===== src/rtl/match_ctrl.sv =====
// Pong match sequencer: serve countdown, live play, post-point pause, game over; owns both scores.
// Optional MATCH_PAUSE_EN adds a pause input / paused output that freezes the match while set.
module match_ctrl #(
   parameter int WIN_SCORE    = 5,
   parameter int SERVE_FRAMES = 60,
   parameter int POINT_FRAMES = 90
) (
   input  logic       clk,
   input  logic       rst,
   input  logic       timing_tick,
   input  logic       start,
   input  logic       goal_p1,
   input  logic       goal_p2,
   output logic       ball_en,
   output logic       ball_rst,
   output logic       serve_dir,
   output logic [3:0] player1_score,
   output logic [3:0] player2_score,
   output logic       game_over,
   output logic       winner,
   output logic [2:0] state
`ifdef MATCH_PAUSE_EN
   ,
   input  logic       pause,
   output logic       paused
`endif
);

   localparam int MAX_FRAMES = (SERVE_FRAMES > POINT_FRAMES) ? SERVE_FRAMES : POINT_FRAMES;
   localparam int CW = $clog2(MAX_FRAMES + 1);
   localparam logic [CW-1:0] SERVE_LD = CW'(SERVE_FRAMES);
   localparam logic [CW-1:0] POINT_LD = CW'(POINT_FRAMES);
   localparam logic [CW-1:0] CNT_ONE  = CW'(1);
   localparam logic [3:0]    WIN      = 4'(WIN_SCORE);

   typedef enum logic [2:0] {
      IDLE  = 3'd0,
      SERVE = 3'd1,
      PLAY  = 3'd2,
      POINT = 3'd3,
      OVER  = 3'd4
   } state_t;

   state_t        st;
   logic [CW-1:0] cnt;
   logic          start_q;
   logic          start_edge;
   logic [3:0]    p1_inc;
   logic [3:0]    p2_inc;
   logic          freeze;
   logic          resume;

   assign state      = st;
   assign start_edge = start & ~start_q;
   assign p1_inc     = (player1_score == 4'd15) ? 4'd15 : player1_score + 4'd1;
   assign p2_inc     = (player2_score == 4'd15) ? 4'd15 : player2_score + 4'd1;

`ifdef MATCH_PAUSE_EN
   logic pause_q;
   logic pause_edge;

   assign pause_edge = pause & ~pause_q;
   // A pause edge cycle only toggles paused; nothing else advances in that cycle.
   assign freeze     = pause_edge | paused;
   assign resume     = pause_edge & paused;

   always_ff @(posedge clk or posedge rst) begin
      if (rst) begin
         pause_q <= 1'b0;
         paused  <= 1'b0;
      end else begin
         pause_q <= pause;
         if (st == IDLE || st == OVER)
            paused <= 1'b0;
         else if (pause_edge)
            paused <= ~paused;
      end
   end
`else
   assign freeze = 1'b0;
   assign resume = 1'b0;
`endif

   always_ff @(posedge clk or posedge rst) begin
      if (rst) begin
         st            <= IDLE;
         cnt           <= '0;
         start_q       <= 1'b0;
         ball_en       <= 1'b0;
         ball_rst      <= 1'b1;
         serve_dir     <= 1'b0;
         player1_score <= 4'd0;
         player2_score <= 4'd0;
         game_over     <= 1'b0;
         winner        <= 1'b0;
      end else begin
         start_q <= start;
         case (st)
            IDLE, OVER: begin
               ball_en  <= 1'b0;
               ball_rst <= 1'b1;
               if (start_edge) begin
                  player1_score <= 4'd0;
                  player2_score <= 4'd0;
                  serve_dir     <= 1'b0;
                  game_over     <= 1'b0;
                  cnt           <= SERVE_LD;
                  st            <= SERVE;
               end
            end

            SERVE: begin
               ball_en  <= 1'b0;
               ball_rst <= 1'b1;
               if (!freeze && timing_tick) begin
                  cnt <= cnt - CNT_ONE;
                  if (cnt == CNT_ONE) begin
                     st       <= PLAY;
                     ball_en  <= 1'b1;
                     ball_rst <= 1'b0;
                  end
               end
            end

            PLAY: begin
               ball_rst <= 1'b0;
               if (freeze) begin
                  ball_en <= resume;
               end else if (goal_p1) begin
                  // goal_p1 wins a simultaneous goal; ticks in this cycle are not counted
                  player1_score <= p1_inc;
                  serve_dir     <= 1'b1;
                  ball_en       <= 1'b0;
                  if (p1_inc == WIN) begin
                     st        <= OVER;
                     game_over <= 1'b1;
                     winner    <= 1'b0;
                     ball_rst  <= 1'b1;
                  end else begin
                     st  <= POINT;
                     cnt <= POINT_LD;
                  end
               end else if (goal_p2) begin
                  player2_score <= p2_inc;
                  serve_dir     <= 1'b0;
                  ball_en       <= 1'b0;
                  if (p2_inc == WIN) begin
                     st        <= OVER;
                     game_over <= 1'b1;
                     winner    <= 1'b1;
                     ball_rst  <= 1'b1;
                  end else begin
                     st  <= POINT;
                     cnt <= POINT_LD;
                  end
               end else begin
                  ball_en <= 1'b1;
               end
            end

            POINT: begin
               ball_en  <= 1'b0;
               ball_rst <= 1'b0;
               if (!freeze && timing_tick) begin
                  cnt <= cnt - CNT_ONE;
                  if (cnt == CNT_ONE) begin
                     st       <= SERVE;
                     cnt      <= SERVE_LD;
                     ball_rst <= 1'b1;
                  end
               end
            end

            default: begin
               st       <= IDLE;
               ball_en  <= 1'b0;
               ball_rst <= 1'b1;
            end
         endcase
      end
   end

endmodule


===== config.mk =====
export PLATFORM = sky130hd
export DESIGN_NAME = match_ctrl
export DESIGN_NICKNAME = d
export VERILOG_FILES = /design/src/rtl/match_ctrl.sv
export SDC_FILE = /design/constraint.sdc
export NUM_CORES = 1
export LEC_CHECK = 0
export CORE_MARGIN = 3
export CORE_UTILIZATION = 56
export CTS_CLUSTER_DIAMETER = 40
export DETAILED_ROUTE_END_ITERATION = 16
export GPL_ROUTABILITY_DRIVEN = 0
export PLACE_DENSITY = 0.82
export SLEW_MARGIN = 25
export SYNTH_ARGS = -nofsm -noshare
export SYNTH_HDL_FRONTEND = slang
export SYNTH_SLANG_ARGS = --single-unit

===== constraint.sdc =====
create_clock -name clk -period 4.8 [get_ports clk]
set_clock_uncertainty 0.05 [all_clocks]
set_input_delay 0.96 -clock clk [delete_from_list [all_inputs] [get_ports clk]]
set_output_delay 0.96 -clock clk [all_outputs]
set_load 0.1 [all_outputs]

Yosys cells after proc, flatten, opt, wreduce, memory -nomap -nowiden

Cells that the tools add are included.
W data, S select, Z words.

Register bits after elaboration: 24

Mux-type cells: 50
Bitwise logic cells: 2
Add/sub/neg operators: 3
Eq/ne operators: 23
Reductions and logical operators: 13

Operator list:

| kind                  | number |
|---|---|
| $mux W7               | 8 |
| $pmux W7 S4           | 1 |
| $mux W3               | 9 |
| $mux W4               | 6 |
| $mux W1               | 19 |
| $ne A2 B2 Y1 const B  | 8 |
| $pmux W4 S2           | 2 |
| $ne A3 B3 Y1 const B  | 5 |
| $pmux W3 S4           | 1 |
| $add A4 B1 Y4 const B | 2 |
| $eq A4 B3 Y1 const B  | 2 |
| $eq A4 B4 Y1 const B  | 2 |
| $reduce_and A4 Y1     | 2 |
| $eq A7 B1 Y1 const B  | 1 |
| $reduce_and A7 Y1     | 1 |
| $sub A7 B1 Y7 const B | 1 |
| $eq A3 B2 Y1 const B  | 2 |
| $pmux W1 S2           | 3 |
| $reduce_and A3 Y1     | 2 |
| $reduce_and A6 Y1     | 1 |
| $reduce_bool A2 Y1    | 3 |
| $reduce_and A5 Y1     | 1 |
| $reduce_bool A4 Y1    | 1 |
| $eq A3 B1 Y1 const B  | 1 |
| 7 further kinds       | 7 |

Longest topological paths before layout

Gate-level depths: netlist of the first run.

Word-level depth: 7
Mapped depth: 7
Mapped depth without buffers: 7

Worst setup path before layout of the first run

OpenSTA, ideal clock, no wires.

Path kind: reg2reg
Start: reg player1_score[1]
End: reg cnt[1]
Required time: 4.625 ns
Setup slack: 2.187 ns
Stages on the path, launching flop included: 7
Clock period less this slack: 2.613 ns
Library setup time: 0.125 ns
Arrival: 2.438 ns
Buffers on the path: 0
Cell sequence: dfrtp_1 -> ha_1 -> mux2i_1 -> o32ai_1 -> nor2_1 -> o21a_4 -> mux2_4

Cells in the longest elaborated chain, start to end: 5

Ends and longest elaborated chain:

| what                                                 | line | RTL |
|---|---|---|
| from (decl)                                          | 17   | `output logic [3:0] player1_score,` |
| from (signal assigned)                               | 131  | `player1_score <= p1_inc;` |
| $add A4 B1 Y4 / $eq A4 B4 Y1 (equally long branches) | 55   | `assign p1_inc = (player1_score == 4'd15) ? 4'd15 : player1_score + 4'd1;` |
| $mux W4 *                                            | 55   |  |
| $eq A4 B3 Y1 *                                       | 134  | `if (p1_inc == WIN) begin` |
| $ne A3 B3 Y1 (no source line) *                      | --   |  |
| $reduce_and A7 Y1 (no source line) *                 | --   |  |
| to (signal assigned)                                 | 116  | `cnt <= cnt - CNT_ONE;` |
| to (signal assigned)                                 | 165  | `cnt <= cnt - CNT_ONE;` |
| to (decl)                                            | 45   | `logic [CW-1:0] cnt;` |

Mark *: on every way between the ends. The rest lies on a longest branch, timed or not.
A chain may end at the register's enable or synchronous reset.

Worst setup path after layout of the first run

Start: reg st[0] (netlist: state[0])
End: out state[0]

RTL lines:

| what                   | line | RTL |
|---|---|---|
| from (decl)            | 44   | `state_t st;` |
| from (signal assigned) | 86   | `st <= IDLE;` |
| from (signal assigned) | 108  | `st <= SERVE;` |
| from (signal assigned) | 118  | `st <= PLAY;` |
| to (decl)              | 21   | `output logic [2:0] state` |

No word-level cell between the ends.

==> metrics.md, run 1 <==
| Metric | Value |
|---|---|
| Status | `complete, no violations` |
| Total die area | `0.003271 mm^2` |
| Relative slew slack | `34.55%` |
| Worst slew pin tran | `0.9787 ns` |
| Max Clk Rate | `0.3076 GHz` |
| Ranking of synthesized cells by area | `dfrtp_1 39%, a21oi_1 6.8%, ha_1 5.1%` |
| Crit. End Element | `output pin` |
| Cell taking the most area after synthesis | `dfrtp_1` |
| Placed wire-length estimate | `2442 um` |
| PwrDens | `539.1 mW/mm^2` |
| Nets | `196` |
| Final setup violation count | `0` |
| CTS Hold Bufs | `0` |
| CP Class | `reg -> out` |
| Drt drc | `0` |
| Post-cts resize count | `0` |
| Data arrival, critical path | `2.24 ns` |
| Total CTS buffers | `3` |
| Synthesized area | `0.001468 mm^2` |
| DR vias | `1262` |
| Post-route cell area | `0.001723 mm^2` |
| Drt total wl | `3189 um` |
| Ratio of cells with drive above 1 in the final layout | `6.557%` |
| CP delay by family, top | `buffers and inverters` |
| ANT nets after route | `0` |
| Sequential-to-total area share from yosys stat | `41.01%` |
| CTS clk-pin slew, worst paths | `0.12 ns` |
| Most common cell in the netlist | `dfrtp_1` |
| Vias in the first global route | `1257` |
| YS warnings | `0` |
| Leakage | `0.7729 nW` |
| # clock sinks | `24` |
| Gr ovfl total | `0` |
| Die Width | `57.20 um` |
| Hold path startpoint | `game_over` |
| Final hold violation count | `0` |
| Worst r2r src | `state[0]` |
| Worst R2R End | `cnt[1]` |
| Post-synth top cells | `23 x dfrtp_1, 20 x a21oi_1, 16 x nand2_1` |
| Synth Register Bits | `24` |
| Iteration-0 DRC Markers | `22` |
| Slowest CP cell | `clkdlybuf4s50_1` |
| Critical path startpoint category | `flop` |
| WL/cell | `15.11 um` |
| First-pass GRT wire length | `5416 um` |
| IO Pins | `22` |
| Syn avg cell area | `9.060 um^2` |
| Initial Util | `62.73%` |
| Gate Count Post-Synth | `162` |
| Flop2flop setup slack | `2.36 ns` |
| Peak supply drop | `0.3907 mV` |
| Area grow syn2layout | `17.39%` |
| Unique masters post-synth | `45` |
| Max-cap violation count | `0` |
| Post-synth EDFFs | `0` |
| Core area | `0.002340 mm^2` |
| Clock Root Buffer | `clkbuf_4` |
| Hold Path Depth | `2` |
| Worst path bufs/invs | `1` |
| Non-filler cells, final | `211` |
| Final worst path period share | `67.74%` |
| Placed insts | `207` |
| CTS max path bufs | `2` |
| CP cell instances | `clkdlybuf4s50_1` |
| Max Fanout on Critical Path | `17` |
| Setup tns final | `0 ns` |
| Buffers on Ports | `21` |
| Worst Hold Path EP | `game_over` |
| Max-slew violations | `0` |
| Initial antenna violation count | `0` |
| Post-Syn Nets | `174` |
| Synth top area share | `39.22%` |
| Post-synth top flop | `dfrtp_1` |
| Area after DPL | `0.001687 mm^2` |
| Worst hold path type | `reg -> reg` |
| Post-CTS setup buffers | `0` |
| TritonCTS clock tree | `done` |
| All-Layer GR Usage | `21.31%` |
| Final Critical Period | `3.251 ns` |
| Async SR Flop Fraction | `100.0%` |
| Die Ht | `57.20 um` |
| Reg2Reg Depth | `6` |
| ANT cells | `0` |
| Crit path required time | `3.79 ns` |
| Clk Latency, worst-skew pair | `0.32 ns` |
| First drt pass iteration count | `4` |
| Core Rows | `17` |
| H-tree depth | `1` |
| Vias/cell | `5.981` |
| CP max stage delay | `1.23 ns` |
| RSZ-0062 raised after global routing | `no` |
| Largest net degree at the start of global routing | `25` |
registers in the layout, summed over array words and instances, names as in the netlist:
signal and flops:
game_over 1, serve_dir 1, state 3, ball_rst 1, start_q 1, player2_score 4, cnt 7, player1_score 4
ball_en 1, winner 1
cells in the final DEF (no fill, tap or decap), types with 3 or more instances in the layout:
cell type        synthesis  layout
nand2b_1                 5       5
clkdlybuf4s50_1          0      21
clkbuf_4                 0       3
inv_1                   13      13
ha_1                     6       6
nand3_1                  6       6
o21ai_0                  9       9
mux2i_1                  3       3
nor3_1                   5       5
dfrtp_1                 23      23
nand2_1                 16      16
a31oi_1                  4       4
nor2_1                  10      10
o22a_1                   3       3
a21oi_1                 20      20
worst max path at each step:
| stage | start | to | slack [ns] | cells past startpoint |
|---|---|---|---|---|
| 6_report | state[0] | state[0] | 1.55 | 1 |
| 5_1_grt | state[0] | state[0] | 1.45 | 1 |
| 4_1_cts | state[0] | state[0] | 1.55 | 1 |
| 3_5_place_dp | goal_p1 | cnt[1] | 1.82 | 6 |
| 3_3_place_gp | goal_p1 | cnt[6] | 1.86 | 6 |
| 2_1_floorplan | player1_score[1] | cnt[1] | 2.19 | 6 |
cells by family (layout without fill, tap and decap cells):
family / count (synthesis) / after routing / share of synthesized area, %
adder cells (fa/ha/maj): 6 / 6 / 5.115
buffers and inverters: 17 / 38 / 5.115
XOR/XNOR: 3 / 3 / 1.791
flip-flops: 24 / 24 / 41.01
AND/OR/NAND/NOR: 59 / 59 / 21.83
multiplexers: 5 / 5 / 4.092
AO/OA/AOI/OAI: 48 / 48 / 21.06
through the flow:
stage	setup slack, ns	util [%]	hold slack (ns)	power [mW]
after floorplan	2.187	-	0.4387	0.7125
after global placement	1.864	72.09	0.4144	0.8069
after detailed placement	1.816	72.09	0.4521	0.8270
after CTS	1.547	73.64	0.4823	0.9332
after global routing	1.451	73.64	0.5041	0.9855
final	1.549	73.64	0.4660	0.9288
cell type report:
class,count,area [um^2]
Clock buffer,4,36.28
Timing Repair Buffer,21,210.2
Inverter,13,48.80
Fill cell,184,616.8
Sequential cell,24,601.8
Multi-Input combinational cell,121,790.8
Tap cell,28,35.03
layer usage:
metal | vias up | GRT usage, % | routed length (um)
met5 | - | 0 | 0
met4 | 0 | 8.940 | 70
met3 | 7 | 4.977 | 135
met2 | 34 | 36.05 | 1554
met1 | 608 | 25.96 | 1428
li1 | 613 | - | -
where the power goes:
part	leakage, nW	internal [mW]	switching [mW]	total [mW]
Sequential	0.299	0.259	0.0778	0.337
Combinational	0.453	0.159	0.327	0.486
Clock	0.0210	0.0465	0.0595	0.106
(Power assumes the default switching activity.)
==> run 2, diff against run 1 <==
- CORE_UTILIZATION: 56 -> 53
- PLACE_DENSITY: 0.82 -> 0.78
- clock period: 4.8 -> 3 ns (I/O delays scaled with it)
==> metrics.md, run 2 (synthesized netlist as in run 1, its figures left out) <==
| Metric | Value |
|---|---|
| Status | `complete, no violations` |
| # clock sinks | `24 (unchanged)` |
| Worst slew pin tran | `0.9119 ns (-0.06688 ns)` |
| CTS clk-pin slew, worst paths | `0.14 ns (+0.02 ns)` |
| Crit. End Element | `flop` |
| Vias in the first global route | `1228 (-2.3%)` |
| Total CTS buffers | `3 (unchanged)` |
| PwrDens | `870.4 mW/mm^2 (+61%)` |
| Final worst path period share | `82.18%` |
| Relative slew slack | `39.14% (+4.6 points)` |
| Reg2Reg Depth | `6 (unchanged)` |
| Worst hold path type | `reg -> reg` |
| Vias/cell | `6.000 (+0.32%)` |
| Die Ht | `58.62 um (+2.5%)` |
| Final worst slack | `0.5347 ns (-1.014 ns)` |
| Setup tns final | `0 ns (unchanged)` |
| All-Layer GR Usage | `20.41% (-0.90 points)` |
| CP cell instances | `o21bai_2, or2_1, nor3_4, a211oi_2, o21a_4, mux2_4` |
| First drt pass iteration count | `4 (unchanged)` |
| Max Clk Rate | `0.4056 GHz` |
| Iteration-0 DRC Markers | `69 (+210%)` |
| Final hold violation count | `0 (unchanged)` |
| Worst Hold Path EP | `game_over` |
| Max Fanout on Critical Path | `17 (unchanged)` |
| Placed wire-length estimate | `2314 um (-5.3%)` |
| Most common cell after layout, fill and taps aside | `dfrtp_1` |
| IO Pins | `22 (unchanged)` |
| Data arrival, critical path | `2.64 ns (+0.40 ns)` |
| Die Width | `58.62 um (+2.5%)` |
| First-pass GRT wire length | `5451 um (+0.65%)` |
| Pre-CTS setup slack | `0.3643 ns (-1.451 ns)` |
| CTS Hold Bufs | `0 (unchanged)` |
| Drt drc | `0 (unchanged)` |
| Core area | `0.002545 mm^2 (+8.8%)` |
| Placed insts | `210 (+1.4%)` |
| Initial Util | `57.67% (-5.1 points)` |
| H-tree depth | `1 (unchanged)` |
| Hold path startpoint | `game_over` |
| DR vias | `1284 (+1.7%)` |
| Max reg flops | `7 (unchanged)` |
| Post-layout util | `66.52% (-7.1 points)` |
| Worst Hold Slack | `0.4488 ns (-0.01725 ns)` |
| Initial antenna violation count | `0 (unchanged)` |
| Final setup violation count | `0 (unchanged)` |
| ANT cells | `0 (unchanged)` |
| Post-cts resize count | `0 (unchanged)` |
| CP Class | `reg -> reg` |
| Non-filler cells, final | `214 (+1.4%)` |
| Largest net degree at the start of global routing | `25 (unchanged)` |
| Ratio of cells with drive above 1 in the final layout | `15.76% (+9.2 points)` |
| Max-cap violation count | `0 (unchanged)` |
| Worst R2R End | `cnt[1]` |
| Hold Path Depth | `2 (unchanged)` |
| CP delay by family, top | `compound AO/OA/AOI/OAI gates` |
| Nets | `197 (+0.51%)` |
| Slowest CP cell | `dfrtp_1` |
| Worst path bufs/invs | `0 (-1)` |
| Worst r2r src | `state[0]` |
| Buffers on Ports | `21 (unchanged)` |
| Total die area | `0.003436 mm^2 (+5.0%)` |
| Post-CTS setup buffers | `0 (unchanged)` |
| Filler cell count | `207 (+13%)` |
| Gr ovfl total | `0 (unchanged)` |
| Leakage | `0.8028 nW (+3.9%)` |
| ANT nets after route | `0 (unchanged)` |
| Max-slew violations | `0 (unchanged)` |
| Area grow syn2layout | `15.34%` |
| Clock Root Buffer | `clkbuf_4` |
| Largest registers | `cnt: 7 flops, player1_score: 4 flops, player2_score: 4 flops` |
| CP max stage delay | `0.60 ns (-0.63 ns)` |
| Critical path startpoint category | `flop` |
| RSZ-0062 raised after global routing | `no` |
| Drt total wl | `3150 um (-1.2%)` |
| TritonCTS clock tree | `done` |
| Clk Latency, worst-skew pair | `0.32 ns (about the same)` |
| Largest register by flop count | `cnt` |
| Final Critical Period | `2.465 ns` |
| Peak supply drop | `0.8120 mV (+110%)` |
| Crit path required time | `3.17 ns (-0.62 ns)` |
| WL/cell | `14.72 um (-2.6%)` |
| Core Rows | `18 (+1)` |
| CTS max path bufs | `2 (unchanged)` |
| Most frequent cells in the layout | `23 x dfrtp_1, 20 x a21oi_1, 17 x buf_4` |
| Flop2flop setup slack | `0.53 ns (-1.83 ns)` |
==> run 2: cell types whose count changed in the layout (fill, tap and decap cells not counted) <==
cell	change
buf_4	+17
clkdlybuf4s50_1	-16
==> run 2: worst min-delay path: stages (launching register included) <==
cell	delay (ns)
dfrtp_1	0.37
nand2_1	0.05
nand2_1	0.05
==> run 2: area by class of cell <==
type                       count  area [um^2]  share of cell area [%]
multi-input combinational    121        790.8                   46.71
sequential                    24        601.8                   35.55
timing repair buffer          22        177.7                   10.50
inverter                      13        48.80                   2.882
tap                           30        37.54                   2.217
clock buffer                   4        36.28                   2.143
==> run 2: stage by stage <==
stage	total power [mW]	cell area, um^2
6_report	1.473	1693
5_1_grt	1.565	1693
4_1_cts	1.480	1693
3_5_place_dp	1.308	1657
3_3_place_gp	1.275	1657
2_1_floorplan	1.140	1468
==> run 2: routing by layer <==
layer | wire, um | track usage (%)
met4 | 51 | 8.091
met3 | 154 | 2.193
met5 | 0 | 0
met1 | 1393 | 26.85
met2 | 1551 | 34.45
==> run 2: worst max-delay path by stage <==
stage	from	end	slack [ns]	cells past startpoint
finish	state[0]	cnt[1]	0.53	6
global route	state[0]	cnt[6]	0.40	6
CTS	state[0]	cnt[1]	0.54	6
detailed placement	goal_p1	cnt[1]	0.36	6
global placement	goal_p1	cnt[1]	0.42	6
floorplan	player1_score[1]	cnt[1]	0.39	6
==> run 2: where the power goes <==
part           internal [mW]  switching, mW
clock                 0.0742         0.0972
combinational          0.240          0.525
sequential             0.415          0.122
==> run 3, diff against run 2 <==
- CORE_UTILIZATION: 53 -> 48
- PLACE_DENSITY: 0.78 -> 0.75
- clock period: 3 -> 2.03 ns (I/O delays scaled with it)
==> metrics.md, run 3 (synthesized netlist as in run 1, its figures left out) <==
| Metric | Value |
|---|---|
| Status | `complete, no violations` |
| Max Fanout on Critical Path | `6 (-11)` |
| Filler cell count | `183 (-12%)` |
| Nets | `228 (+16%)` |
| Switching share of power | `46.71% (-3.8 points)` |
| Setup tns final | `0 ns (unchanged)` |
| Iteration-0 DRC Markers | `63 (-8.7%)` |
| # clock sinks | `24 (unchanged)` |
| Final setup violation count | `0 (unchanged)` |
| Vias in the first global route | `1286 (+4.7%)` |
| Slowest CP cell | `dfrtp_4` |
| Crit path required time | `2.21 ns (-0.96 ns)` |
| Crit. End Element | `flop` |
| Worst path bufs/invs | `0 (unchanged)` |
| Clock Power Share | `9.8% (-1.8 points)` |
| DR vias | `1445 (+13%)` |
| Most used routing layer | `met2` |
| Relative slew slack | `73.77% (+35 points)` |
| Final hold violation count | `0 (unchanged)` |
| Largest register by flop count | `cnt` |
| Drt drc | `0 (unchanged)` |
| All-Layer GR Usage | `19.90% (-0.52 points)` |
| Most frequent cells in the layout | `36 x buf_4, 19 x a21oi_1, 16 x nand2_1` |
| Largest registers | `cnt: 7 flops, player1_score: 4 flops, player2_score: 4 flops` |
| Flop2flop setup slack | `0.03 ns (-0.50 ns)` |
| Post-route cell area | `0.002201 mm^2 (+30%)` |
| Placed wire-length estimate | `2654 um (+15%)` |
| H-tree depth | `1 (unchanged)` |
| Initial antenna violation count | `0 (unchanged)` |
| First-pass GRT wire length | `5568 um (+2.1%)` |
| CTS max path bufs | `2 (unchanged)` |
| M2 GR Usage | `31.42% (-3.0 points)` |
| Final Critical Period | `1.995 ns (-0.4699 ns)` |
| RSZ-0062 raised after global routing | `yes` |
| Final worst path period share | `98.30% (+16 points)` |
| CP cell instances | `ha_4, a21oi_2, mux2i_2, o32ai_4, nor2_2, o21a_4, mux2_4` |
| Area after DPL | `0.002033 mm^2 (+23%)` |
| Total CTS buffers | `3 (unchanged)` |
| Placed insts | `231 (+10%)` |
| Reg power frac | `30.8% (-5.6 points)` |
| Peak supply drop | `0.7348 mV (-9.5%)` |
| Initial Util | `51.88% (-5.8 points)` |
| IO Pins | `22 (unchanged)` |
| Drt total wl | `3880 um (+23%)` |
| Ratio of cells with drive above 1 in the final layout | `37.67% (+22 points)` |
| Die Width | `61.30 um (+4.6%)` |
| Max reg flops | `7 (unchanged)` |
| Switching pwr | `1.230 mW (+65%)` |
| First drt pass iteration count | `4 (unchanged)` |
| CP max stage delay | `0.54 ns (-0.06 ns)` |
| Core area | `0.002829 mm^2 (+11%)` |
| TritonCTS clock tree | `done` |
| Int Pwr | `1.403 mW (+92%)` |
| WL/cell | `15.77 um (+7.2%)` |
| Area grow syn2layout | `49.96%` |
| Worst Hold Slack | `0.3526 ns (-0.09621 ns)` |
| Gr ovfl total | `0 (unchanged)` |
| CP Class | `reg -> reg` |
| Final worst slack | `0.03451 ns (-0.5001 ns)` |
| Clk Latency, worst-skew pair | `0.32 ns (about the same)` |
| ANT cells | `0 (unchanged)` |
| Clock Root Buffer | `clkbuf_4` |
| Met3 GRT Util | `3.354% (+1.2 points)` |
| CTS clk-pin slew, worst paths | `0.14 ns (about the same)` |
| Leakage | `1.004 nW (+25%)` |
| ANT nets after route | `0 (unchanged)` |
| PwrDens | `1196 mW/mm^2 (+37%)` |
| Comb pwr share | `59.4% (+7.5 points)` |
| Non-filler cells, final | `246 (+15%)` |
| Total die area | `0.003757 mm^2 (+9.3%)` |
| Max-slew violations | `0 (unchanged)` |
| Pre-CTS setup slack | `-0.1807 ns (-0.5450 ns)` |
| Worst hold path type | `in -> async` |
| Critical path startpoint category | `flop` |
| Most common cell after layout, fill and taps aside | `buf_4` |
| Worst slew pin tran | `0.3904 ns (-0.5215 ns)` |
| Core Rows | `19 (+1)` |
| Vias/cell | `5.874 (-2.1%)` |
| Die Ht | `61.30 um (+4.6%)` |
| Max-cap violation count | `0 (unchanged)` |
| CP delay by family, top | `compound AO/OA/AOI/OAI gates` |
| Largest net degree at the start of global routing | `25 (unchanged)` |
| Max Clk Rate | `0.5011 GHz (+24%)` |
| Data arrival, critical path | `2.17 ns (-0.47 ns)` |
| Met1 GRT Util | `27.58% (+0.73 points)` |
| Buffers on Ports | `21 (unchanged)` |
==> run 3: changes by cell type in the layout (fill, tap and decap cells not counted), moves of 2 or more <==
cell and delta:
dfrtp_1 -11, buf_4 +19, dfrtp_2 +4, ha_1 -2
buf_12 +12, dfrtp_4 +7
==> run 3: final cells by class <==
| cell class | count | area, um^2 | area share, % |
|---|---|---|---|
| clock buffer | 4 | 36.28 | 1.649 |
| timing repair buffer | 53 | 560.5 | 25.47 |
| multi-input combinational | 121 | 883.3 | 40.14 |
| sequential | 24 | 633.1 | 28.77 |
| tap | 31 | 38.79 | 1.762 |
| inverter | 13 | 48.80 | 2.217 |
==> run 3: path summary, 6_finish.rpt <==
check,start,end,cells after the start
hold / removal,rst,cnt[0],3
setup reg to reg,player1_score[0],cnt[1],7
setup / recovery,player1_score[0],cnt[1],7
max in group asynchronous,rst,ball_rst,3
min in group clk,game_over,game_over,2
hold reg to reg,game_over,game_over,2
==> run 3: power by group through the flow <==
stage	sequential [mW]	combinational, mW	clock, mW
after global routing	0.828	1.66	0.284
final	0.810	1.56	0.259
after floorplan	1.25	0.488	0
after global placement	0.822	1.37	0
after detailed placement	0.832	1.40	0
after CTS	0.825	1.41	0.262
==> run 3: worst reg2reg max path: cells and delay by family (launching register included) <==
kind / cells / cell delay [ns]
DFF: 1 / 0.54
muxes: 2 / 0.40
adders and majority gates: 1 / 0.20
and+or+nand+nor: 1 / 0.07
AOI/OAI and AO/OA: 3 / 0.65
==> run 3: per-stage QoR <==
stage          total power [mW]  util (%)
5_1_grt                   2.769     77.80
2_1_floorplan             1.741         -
4_1_cts                   2.494     73.15
3_3_place_gp              2.192     71.87
6_report                  2.633     77.80
3_5_place_dp              2.234     71.87
==> run 3: repair_timing <==
| action | CTS | global route |
|---|---|---|
| hold buffers | 0 | 0 |
| setup endpoints to repair | 0 | 5 |
| resized for setup | 0 | 8 |
| buffers inserted | 0 | 11 |
==> run 3: metal layers <==
metal  share of wire, %  routed length (um)  vias up
met1                 44                1717      702
met2                 50                1938       50
li1                   -                   -      679
met4                1.9                  72        0
met3                3.9                 151       14
met5                  0                   0        -
